==> config.mk <==
export PLATFORM = sky130hd
export DESIGN_NAME = const_seq
export DESIGN_NICKNAME = d
export VERILOG_FILES = /design/src/rtl/const_seq_pkg.sv /design/src/rtl/const_seq_table.sv /design/src/rtl/const_seq.sv
export SDC_FILE = /design/constraint.sdc
export NUM_CORES = 1
export LEC_CHECK = 0
export ABC_AREA = 1
export CORE_MARGIN = 3
export CORE_UTILIZATION = 63
export DETAILED_ROUTE_END_ITERATION = 16
export PLACE_DENSITY = 0.85
export REMOVE_ABC_BUFFERS = 1
export SLEW_MARGIN = 10
export SYNTH_ARGS = -nofsm -noshare
export SYNTH_HDL_FRONTEND = slang
export SYNTH_SLANG_ARGS = --single-unit
==> constraint.sdc <==
create_clock -name clk -period 2.2 [get_ports clk]
set_input_delay 0.22 -clock clk [delete_from_list [all_inputs] [get_ports clk]]
set_output_delay 0.22 -clock clk [all_outputs]
set_load 0.005 [all_outputs]
==> src/rtl/const_seq_pkg.sv <==
// Shared types and field positions for the const_seq constant-sequence source.
package const_seq_pkg;

    typedef enum logic [0:0] {
        IDLE = 1'b0,
        EMIT = 1'b1
    } const_seq_state_t;

    // cfg_data layout: {last, index[AW-1:0], value[TOUT-1:0]}
    function automatic int unsigned cfg_val_lsb();
        return 0;
    endfunction

    function automatic int unsigned cfg_idx_lsb(input int unsigned tout);
        return tout;
    endfunction

    function automatic int unsigned cfg_last_bit(input int unsigned tout, input int unsigned aw);
        return tout + aw;
    endfunction

    // dout_data layout: {eot, value[TOUT-1:0]}
    function automatic int unsigned eot_bit(input int unsigned tout);
        return tout;
    endfunction

endpackage

==> src/rtl/const_seq_table.sv <==
// DEPTH x TOUT constant table with one write port, one async read port and the
// sequence end index.
module const_seq_table #(
    parameter int unsigned TOUT  = 16,
    parameter int unsigned DEPTH = 8,
    parameter int unsigned AW    = $clog2(DEPTH)
) (
    input  logic            clk,
    input  logic            rst_n,
    input  logic            we_i,
    input  logic [AW-1:0]   widx_i,
    input  logic [TOUT-1:0] wdata_i,
    input  logic            wlast_i,
    input  logic [AW-1:0]   ridx_i,
    output logic [TOUT-1:0] rdata_o,
    output logic [AW-1:0]   last_idx_o
);

    logic [TOUT-1:0] mem_q [DEPTH];
    logic [AW-1:0]   last_idx_q;

    always_ff @(posedge clk or negedge rst_n) begin
        if (!rst_n) begin
            for (int unsigned i = 0; i < DEPTH; i++) begin
                mem_q[i] <= '0;
            end
            last_idx_q <= '0;
        end else if (we_i) begin
            mem_q[widx_i] <= wdata_i;
            if (wlast_i) begin
                last_idx_q <= widx_i;
            end
        end
    end

    assign rdata_o    = mem_q[ridx_i];
    assign last_idx_o = last_idx_q;

endmodule

==> src/rtl/const_seq.sv <==
// Programmable constant-sequence source: each accepted trigger emits table[0..last_idx]
// with eot on the last element. Define CONST_SEQ_OREG_EN for a registered, skid-buffered dout.
module const_seq
    import const_seq_pkg::*;
#(
    parameter int unsigned DIN   = 1,
    parameter int unsigned TOUT  = 16,
    parameter int unsigned DEPTH = 8
) (
    input  logic                         clk,
    input  logic                         rst,
    input  logic                         din_valid,
    output logic                         din_ready,
    input  logic [DIN-1:0]               din_data,
    input  logic                         cfg_valid,
    output logic                         cfg_ready,
    input  logic [TOUT+$clog2(DEPTH):0]  cfg_data,
    output logic                         dout_valid,
    input  logic                         dout_ready,
    output logic [TOUT:0]                dout_data
);

    localparam int unsigned AW       = $clog2(DEPTH);
    localparam int unsigned VAL_LSB  = cfg_val_lsb();
    localparam int unsigned IDX_LSB  = cfg_idx_lsb(TOUT);
    localparam int unsigned LAST_BIT = cfg_last_bit(TOUT, AW);
    localparam int unsigned EOT_BIT  = eot_bit(TOUT);

    const_seq_state_t state_q, state_d;
    logic [AW-1:0]    ptr_q, ptr_d;
    logic [AW-1:0]    last_idx;
    logic [TOUT-1:0]  rd_data;
    logic [TOUT:0]    src_data;
    logic             in_idle;
    logic             cfg_fire;
    logic             trig_fire;
    logic             src_valid;
    logic             src_ready;
    logic             src_fire;
    logic             src_last;
    logic             seq_done;
    logic             unused_din;

    assign unused_din = ^din_data;

    // Ready depends only on state and cfg_valid, never on dout_ready.
    assign in_idle   = (state_q == IDLE);
    assign cfg_ready = rst & in_idle;
    assign din_ready = rst & in_idle & ~cfg_valid;
    assign cfg_fire  = cfg_valid & cfg_ready;
    assign trig_fire = din_valid & din_ready;

    const_seq_table #(
        .TOUT  (TOUT),
        .DEPTH (DEPTH),
        .AW    (AW)
    ) u_table (
        .clk        (clk),
        .rst_n      (rst),
        .we_i       (cfg_fire),
        .widx_i     (cfg_data[IDX_LSB +: AW]),
        .wdata_i    (cfg_data[VAL_LSB +: TOUT]),
        .wlast_i    (cfg_data[LAST_BIT]),
        .ridx_i     (ptr_q),
        .rdata_o    (rd_data),
        .last_idx_o (last_idx)
    );

    assign src_last = (ptr_q == last_idx);
    assign src_fire = src_valid & src_ready;

    always_comb begin
        src_data              = '0;
        src_data[TOUT-1:0]    = rd_data;
        src_data[EOT_BIT]     = src_last;
    end

`ifdef CONST_SEQ_OREG_EN
    // Two-entry output stage: buf0 drives dout, buf1 absorbs one element in flight.
    logic [TOUT:0] buf0_q, buf0_d;
    logic [TOUT:0] buf1_q, buf1_d;
    logic [1:0]    cnt_q, cnt_d;
    logic          issued_q, issued_d;
    logic          pop;

    assign pop        = (cnt_q != 2'd0) & dout_ready;
    assign src_valid  = (state_q == EMIT) & ~issued_q;
    assign src_ready  = (cnt_q != 2'd2);
    assign seq_done   = issued_q & (cnt_q == 2'd0);
    assign dout_valid = (cnt_q != 2'd0);
    assign dout_data  = buf0_q;

    always_comb begin
        buf0_d   = buf0_q;
        buf1_d   = buf1_q;
        cnt_d    = cnt_q;
        issued_d = issued_q;
        case ({src_fire, pop})
            2'b10: begin
                if (cnt_q == 2'd0) begin
                    buf0_d = src_data;
                end else begin
                    buf1_d = src_data;
                end
                cnt_d = cnt_q + 2'd1;
            end
            2'b01: begin
                buf0_d = buf1_q;
                cnt_d  = cnt_q - 2'd1;
            end
            2'b11: begin
                if (cnt_q == 2'd1) begin
                    buf0_d = src_data;
                end else begin
                    buf0_d = buf1_q;
                    buf1_d = src_data;
                end
            end
            default: ;
        endcase
        if (src_fire && src_last) begin
            issued_d = 1'b1;
        end
        if (seq_done) begin
            issued_d = 1'b0;
        end
    end

    always_ff @(posedge clk or negedge rst) begin
        if (!rst) begin
            buf0_q   <= '0;
            buf1_q   <= '0;
            cnt_q    <= '0;
            issued_q <= 1'b0;
        end else begin
            buf0_q   <= buf0_d;
            buf1_q   <= buf1_d;
            cnt_q    <= cnt_d;
            issued_q <= issued_d;
        end
    end
`else
    assign src_valid  = (state_q == EMIT);
    assign src_ready  = dout_ready;
    assign seq_done   = src_fire & src_last;
    assign dout_valid = src_valid;
    assign dout_data  = src_data;
`endif

    // Sequencer: walk ptr from 0 to last_idx, one step per accepted element.
    always_comb begin
        state_d = state_q;
        ptr_d   = ptr_q;
        case (state_q)
            IDLE: begin
                if (trig_fire) begin
                    ptr_d   = '0;
                    state_d = EMIT;
                end
            end
            EMIT: begin
                if (src_fire && !src_last) begin
                    ptr_d = ptr_q + AW'(1);
                end
                if (seq_done) begin
                    state_d = IDLE;
                end
            end
            default: state_d = IDLE;
        endcase
    end

    always_ff @(posedge clk or negedge rst) begin
        if (!rst) begin
            state_q <= IDLE;
            ptr_q   <= '0;
        end else begin
            state_q <= state_d;
            ptr_q   <= ptr_d;
        end
    end

endmodule

# Yosys cells after proc, flatten, opt, wreduce, memory -nomap -nowiden
# Index checks and enable logic that the tools add are counted.
totals:
  register_bits: 135
  inputBits: 26
  out_inout_bits: 20
  word_cells: 45
classes:
  n_addsub: 1
  magnitude_cmp: 3
  n_eq_ne: 3
  n_mux: 12
  bitwise_logic: 10
  reduce_logical: 5
ops:
  columns: ["operator", "n"]
  rows:
  - ["bitwise mux 128 bit", 1]
  - ["binary-select mux 16 bit (select 3 bit)", 1]
  - ["demux 16 bit (select 3 bit)", 1]
  - ["two-way mux 16 bit", 3]
  - [">= comparator 4 bit (second input constant)", 2]
  - ["NOT 3 -> 4 bit", 2]
  - ["bitwise AND 1 bit", 6]
  - ["two-way mux 3 bit", 2]
  - ["one-hot mux 3 bit (2 select lines)", 1]
  - ["< comparator 4 x 1 -> 1 bit (second input constant)", 1]
  - ["inequality test 2 x 1 -> 1 bit (second input constant)", 2]
  - ["AND reduction 2 bit", 2]
  - ["adder 3 x 1 -> 3 bit (second input constant)", 1]
  - ["equality test 3 bit", 1]
  - ["logical AND 1 bit", 2]
  - ["two-way mux 1 bit", 2]
  - ["NOT 1 bit", 2]
  - ["one-hot mux 1 bit (2 select lines)", 1]
  - ["logical NOT 1 bit", 1]

# Depth between registers and ports, before layout
depth:
  ltp_word: 6
  depth_mapped: 9

# By module
# A second synthesis with hierarchy kept.
hier_totals:
  cells_unflattened: 921
  hier_area_um2: 6696.4
by_module_without_submodules:
  columns: ["module", "n_inst", "cells_per_inst", "area_per_inst_um2", "seq_area_each_um2"]
  rows:
  - ["const_seq_table", 1, 876, 6386.1, 3278.1]
  - ["const_seq", 1, 45, 310.3, 100.1]

# Worst setup path after synthesis
# OpenSTA, ideal clock, no wires.
synth_path:
  kind: "reg-to-output"
  startpoint: "register ptr_q[1]"
  endpoint: "output port dout_data[0]"
  t_arrival_ps: 1215
  path_slack_ps: 765
  path_stages_with_launch: 8
  cell_sequence: "dfrtp_1 buf_2 inv_1 clkbuf_1 o21ai_0 o21ai_0 nand2_1 nand2_1"
synth_via:
  elab_chain_len: 4
synth_lines:
  columns: ["item", "line_no", "rtl"]
  rows:
  - ["start, declared", "const_seq.sv:30", "logic [AW-1:0] ptr_q, ptr_d;"]
  - ["start signal, assigned", "const_seq.sv:179", "ptr_q <= ptr_d;"]
  - ["NOT 3 -> 4 bit (not written as such)", "const_seq_table.sv:36", "assign rdata_o = mem_q[ridx_i];"]
  - ["binary-select mux 16 bit (select 3 bit)", "const_seq_table.sv:36", null]
  - ["two-way mux 16 bit (not written as such) (2 in a row)", "const_seq_table.sv:36", null]
  - ["end, declared", "const_seq.sv:20", "output logic [TOUT:0] dout_data"]
# Every way passes these cells. The select of a mux whose other input is x is not followed.

# Final worst setup path
layout_path:
  startpoint: "register ptr_q[0]"
  endpoint: "output port dout_data[14]"
# The elaborated chain is that of the path after synthesis.

==> qor.tcl <==
set qor(dpl-instance-area_um2) 7020
set qor(via_count_of_the_first_global_routing_pass) 5926
set qor(power.sequential.fraction_pct) 35.7
set qor(io_pins) 46
set qor(tritoncts_num_sinks) 135
set qor(timing_hold_violations_final) 0
set qor(cp_num_buf_inv) 4
set qor(postRouteAntennaNets) 0
set qor(worstSkewPairLatency_ns) 0.53
set qor(drt-vias-per-instance) 6.08
set qor(complex_gate_fraction_of_the_synthesized_area_pct) 20.3
set qor(finish.instance_area_um2) 7800
set qor(power.net_switching_mw) 4.51
set qor(timing.fmax_ghz) 0.431
set qor(initialDrtViolationCount) 724
set qor(violations) {setup timing}
set qor(die_h_um) 107
set qor(ys.warnings.count) 0
set qor(synth_sequential_area_ratio_pct) 52.6
set qor(synth_cell_types) 25
set qor(max_cap_viol_count) 0
set qor(fin_skew_ns) 0.00428
set qor(report.final.slew_viol_count) 0
set qor(cts_buffers) 17
set qor(largest_family_of_logic_cells_by_synthesized_area) {compound AO/OA/AOI/OAI gates}
set qor(finish.cell_count_without_fillers) 1014
set qor(syn-cell-area_um2) 6420
set qor(critPathLaunchType) {flop}
set qor(crit_fanout) 10
set qor(synth_edf_count) 0
set qor(clockBufferDepth) 2
set qor(die_x_um) 107
set qor(p_leak_nw) 3.81
set qor(layout.filler_cells) 593
set qor(r2r_setup_slack_ns) 0.21
set qor(tritoncts) {done}
set qor(drive_above_1_share_pct) 14.6
set qor(synth_flop_cell) {sky130_fd_sc_hd__dfrtp_1}
set qor(crit_arrival_ns) 2.10
set qor(grt_first_pass_wirelength_um) 29100
set qor(area_growth_pct) 21.5
set qor(critPathMostFrequentCell) {sky130_fd_sc_hd__nand2_1}
set qor(post_synth_and_or_nand_nor_area_fraction_pct) 19.0
set qor(clk_pin_slew_ns) 0.06
set qor(pre_cts_ws_ns) 0.139
set qor(setup_viol_count_final) 2
set qor(rsz0062_at_grt) {yes}
set qor(post_place_cells) 964
set qor(remaining_drc_errors) 0
set qor(crit_end_element) {output pin}
set qor(switching_share_pct) 38.5
set qor(post_synth_fa_ha_maj_area_fraction_pct) 0.195
set qor(floorplan.initialDensity_pct) 65.4
set qor(worst_case_headroom_to_the_max_slew_limit_pct) 54.9
set qor(insertedDiodeCount) 0
set qor(dp_hpwl_um) 10100
set qor(fin_crit_ns) 2.32
set qor(critPathKind) {reg2out}
set qor(timing.critical_path.max_delay_family) {buffers and inverters}
set qor(combinationalPowerShare_pct) 41.5
set qor(drt-total-wl_um) 18900
set qor(flop_and_latch_count_out_of_synthesis) 135
set qor(die-area_um2) 11400
set qor(rows) 36
set qor(gp_routability_congestion) 0.814
set qor(synthesis.instances) 811
set qor(status) {finished with violations}
set qor(postSynth.asyncResetShare_pct) 100
set qor(portbufs) 44
set qor(cts_root_buf) {sky130_fd_sc_hd__clkbuf_8}
set qor(grtUsageTotal_pct) 32.9
set qor(pin_count_of_the_biggest_net_entering_global_routing) 55
set qor(critPathRequiredTime_ns) 1.98
set qor(postSynthAreaPerCell_um2) 7.92
set qor(detail_route.first_pass.iterations) 7
set qor(holdWs_ns) 0.0388
set qor(intPower_mw) 7.20
set qor(finalWorstSetupSlack_ns) -0.119
set qor(grt_overflow) 0
set qor(max-vdd-ir-drop_mv) 0.785
set qor(htreeDepth) 4
set qor(final_util_pct) 79.5
set qor(number_of_antenna_violations_at_the_first_check_in_global_routing) 0
set qor(synthMuxAreaShare_pct) 0
set qor(synth_xor_area_share_pct) 0.273
set qor(core_region_area_um2) 9820
set qor(worst_slew_pin_slew_ns) 0.677
set qor(finalNetCount) 896
set qor(slowest_stage) {sky130_fd_sc_hd__dfrtp_2}
set qor(p_clk_share_pct) 22.8
set qor(power_per_cell_area_nw_per_um2) 1500
set qor(cells_traversed_along_the_worst_timing_path) {clkinv_4 -> buf_4 -> clkbuf_16 -> a21oi_1 -> o21ai_0 -> o21ai_1 -> nand2_1 -> nand2_1 -> clkbuf_2}
set qor(total_via_count_after_detailed_routing) 6169
set qor(period_share_pct) 105
set qor(wl_per_cell_um) 18.6
set qor(critPathMaxStageDelay_ns) 0.48
set qor(worst_hold_path_type) {in2async}
==> synth_stat cells (4+ instances only) <==
master                       n  area [um2]
sky130_fd_sc_hd__clkbuf_1   18        67.6
sky130_fd_sc_hd__nand3_1     4        20.0
sky130_fd_sc_hd__buf_2      21         105
sky130_fd_sc_hd__nor2_1     36         135
sky130_fd_sc_hd__dfrtp_1   135        3380
sky130_fd_sc_hd__o21ai_1    39         195
sky130_fd_sc_hd__nand2_1   249         935
sky130_fd_sc_hd__o21ai_0   189         946
sky130_fd_sc_hd__a21oi_1    32         160
sky130_fd_sc_hd__nor2_4      5        56.3
sky130_fd_sc_hd__buf_4       7        52.6
sky130_fd_sc_hd__inv_1      56         210
sky130_fd_sc_hd__inv_2       4        15.0
==> repair_timing <==
item / in CTS / in global routing
setup buffers: 3 / 12
cloned: 2 / 2
hold endpoints to repair: 135 / 0
resized for setup: 42 / 80
endpoints found under the setup margin: 17 / 17
hold buffers: 1 / 0
pin swaps: 0 / 4
==> cell type report <==
type	instances	area, um2	area share [%]
Multi-Input combinational cell	564	2630	33.7
Timing Repair Buffer	90	845	10.8
Clock buffer	21	439	5.63
Inverter	61	235	3.01
Sequential cell	135	3380	43.3
Clock inverter	10	105	1.35
Tap cell	133	166	2.13
==> power groups by stage <==
stage | clock, mW | sequential [mW] | combinational, mW
2_1_floorplan | 0 | 4.12 | 2.29
3_3_place_gp | 0 | 4.06 | 4.12
3_5_place_dp | 0 | 4.13 | 4.30
4_1_cts | 2.65 | 4.11 | 4.51
5_1_grt | 2.77 | 4.25 | 5.43
6_report | 2.67 | 4.18 | 4.87
==> routing by layer <==
| metal | routed length [um] | global-route usage [%] | up-vias |
|---|---|---|---|
| li1 | - | - | 2745 |
| met4 | 726 | 14.2 | 0 |
| met1 | 7180 | 42.6 | 2906 |
| met3 | 2120 | 6.74 | 81 |
| met2 | 8830 | 53.9 | 437 |
| met5 | 0 | 0 | - |
==> stage by stage <==
step / TNS [ns] / power [mW]
floorplan: -6.75 / 6.41
global placement: 0 / 8.18
detailed placement: 0 / 8.43
CTS: -1.23 / 11.3
global route: -0.726 / 12.4
finish: -0.124 / 11.7
==> placed cells by master, fill, tap and decap left out, types with 2 or more instances in the layout <==
cell type	n
sky130_fd_sc_hd__nor2_1	34
sky130_fd_sc_hd__nor2_2	2
sky130_fd_sc_hd__o21ai_0	147
sky130_fd_sc_hd__xnor2_1	2
sky130_fd_sc_hd__nand3_1	3
sky130_fd_sc_hd__o21ai_2	2
sky130_fd_sc_hd__inv_2	3
sky130_fd_sc_hd__a21oi_2	16
sky130_fd_sc_hd__clkbuf_16	18
sky130_fd_sc_hd__buf_6	4
sky130_fd_sc_hd__clkinv_2	7
sky130_fd_sc_hd__buf_4	34
sky130_fd_sc_hd__clkbuf_8	2
sky130_fd_sc_hd__bufinv_16	2
sky130_fd_sc_hd__clkbuf_1	3
sky130_fd_sc_hd__clkdlybuf4s50_1	26
sky130_fd_sc_hd__clkbuf_2	15
sky130_fd_sc_hd__nand2_1	248
sky130_fd_sc_hd__a21oi_1	16
sky130_fd_sc_hd__inv_1	56
sky130_fd_sc_hd__nor2_4	5
sky130_fd_sc_hd__dfrtp_1	133
sky130_fd_sc_hd__clkinvlp_4	2
sky130_fd_sc_hd__buf_16	2
sky130_fd_sc_hd__dfrtp_2	2
sky130_fd_sc_hd__nand3_2	3
sky130_fd_sc_hd__o21ai_1	79
sky130_fd_sc_hd__buf_12	4
==> flip-flops by register name, indices dropped and copies added (netlist names) <==
register and count:
u_table.mem_q 128, u_table.last_idx_o 3, dout_valid 1, ptr_q 3
==> logic make-up (layout without fill, tap and decap cells) <==
| group | count (synthesis) | count (layout) |
|---|---|---|
| AO/OA/AOI/OAI | 260 | 260 |
| XOR/XNOR | 2 | 2 |
| adder cells (fa/ha/maj) | 1 | 1 |
| buffers and inverters | 112 | 182 |
| flip-flops | 135 | 135 |
| AND/OR/NAND/NOR | 301 | 301 |
==> final timing paths <==
| kind | startpoint | to | cells past startpoint |
|---|---|---|---|
| min | rst | u_table.mem_q[93] | 2 |
| max reg2reg | dout_valid | u_table.mem_q[69] | 7 |
| max | ptr_q[0] | dout_data[14] | 9 |
| max in group asynchronous | rst | ptr_q[1] | 3 |
| min in group clk | dout_ready | dout_valid | 4 |
| min reg2reg | u_table.mem_q[118] | u_table.mem_q[118] | 2 |
(Power assumes the default switching activity.)
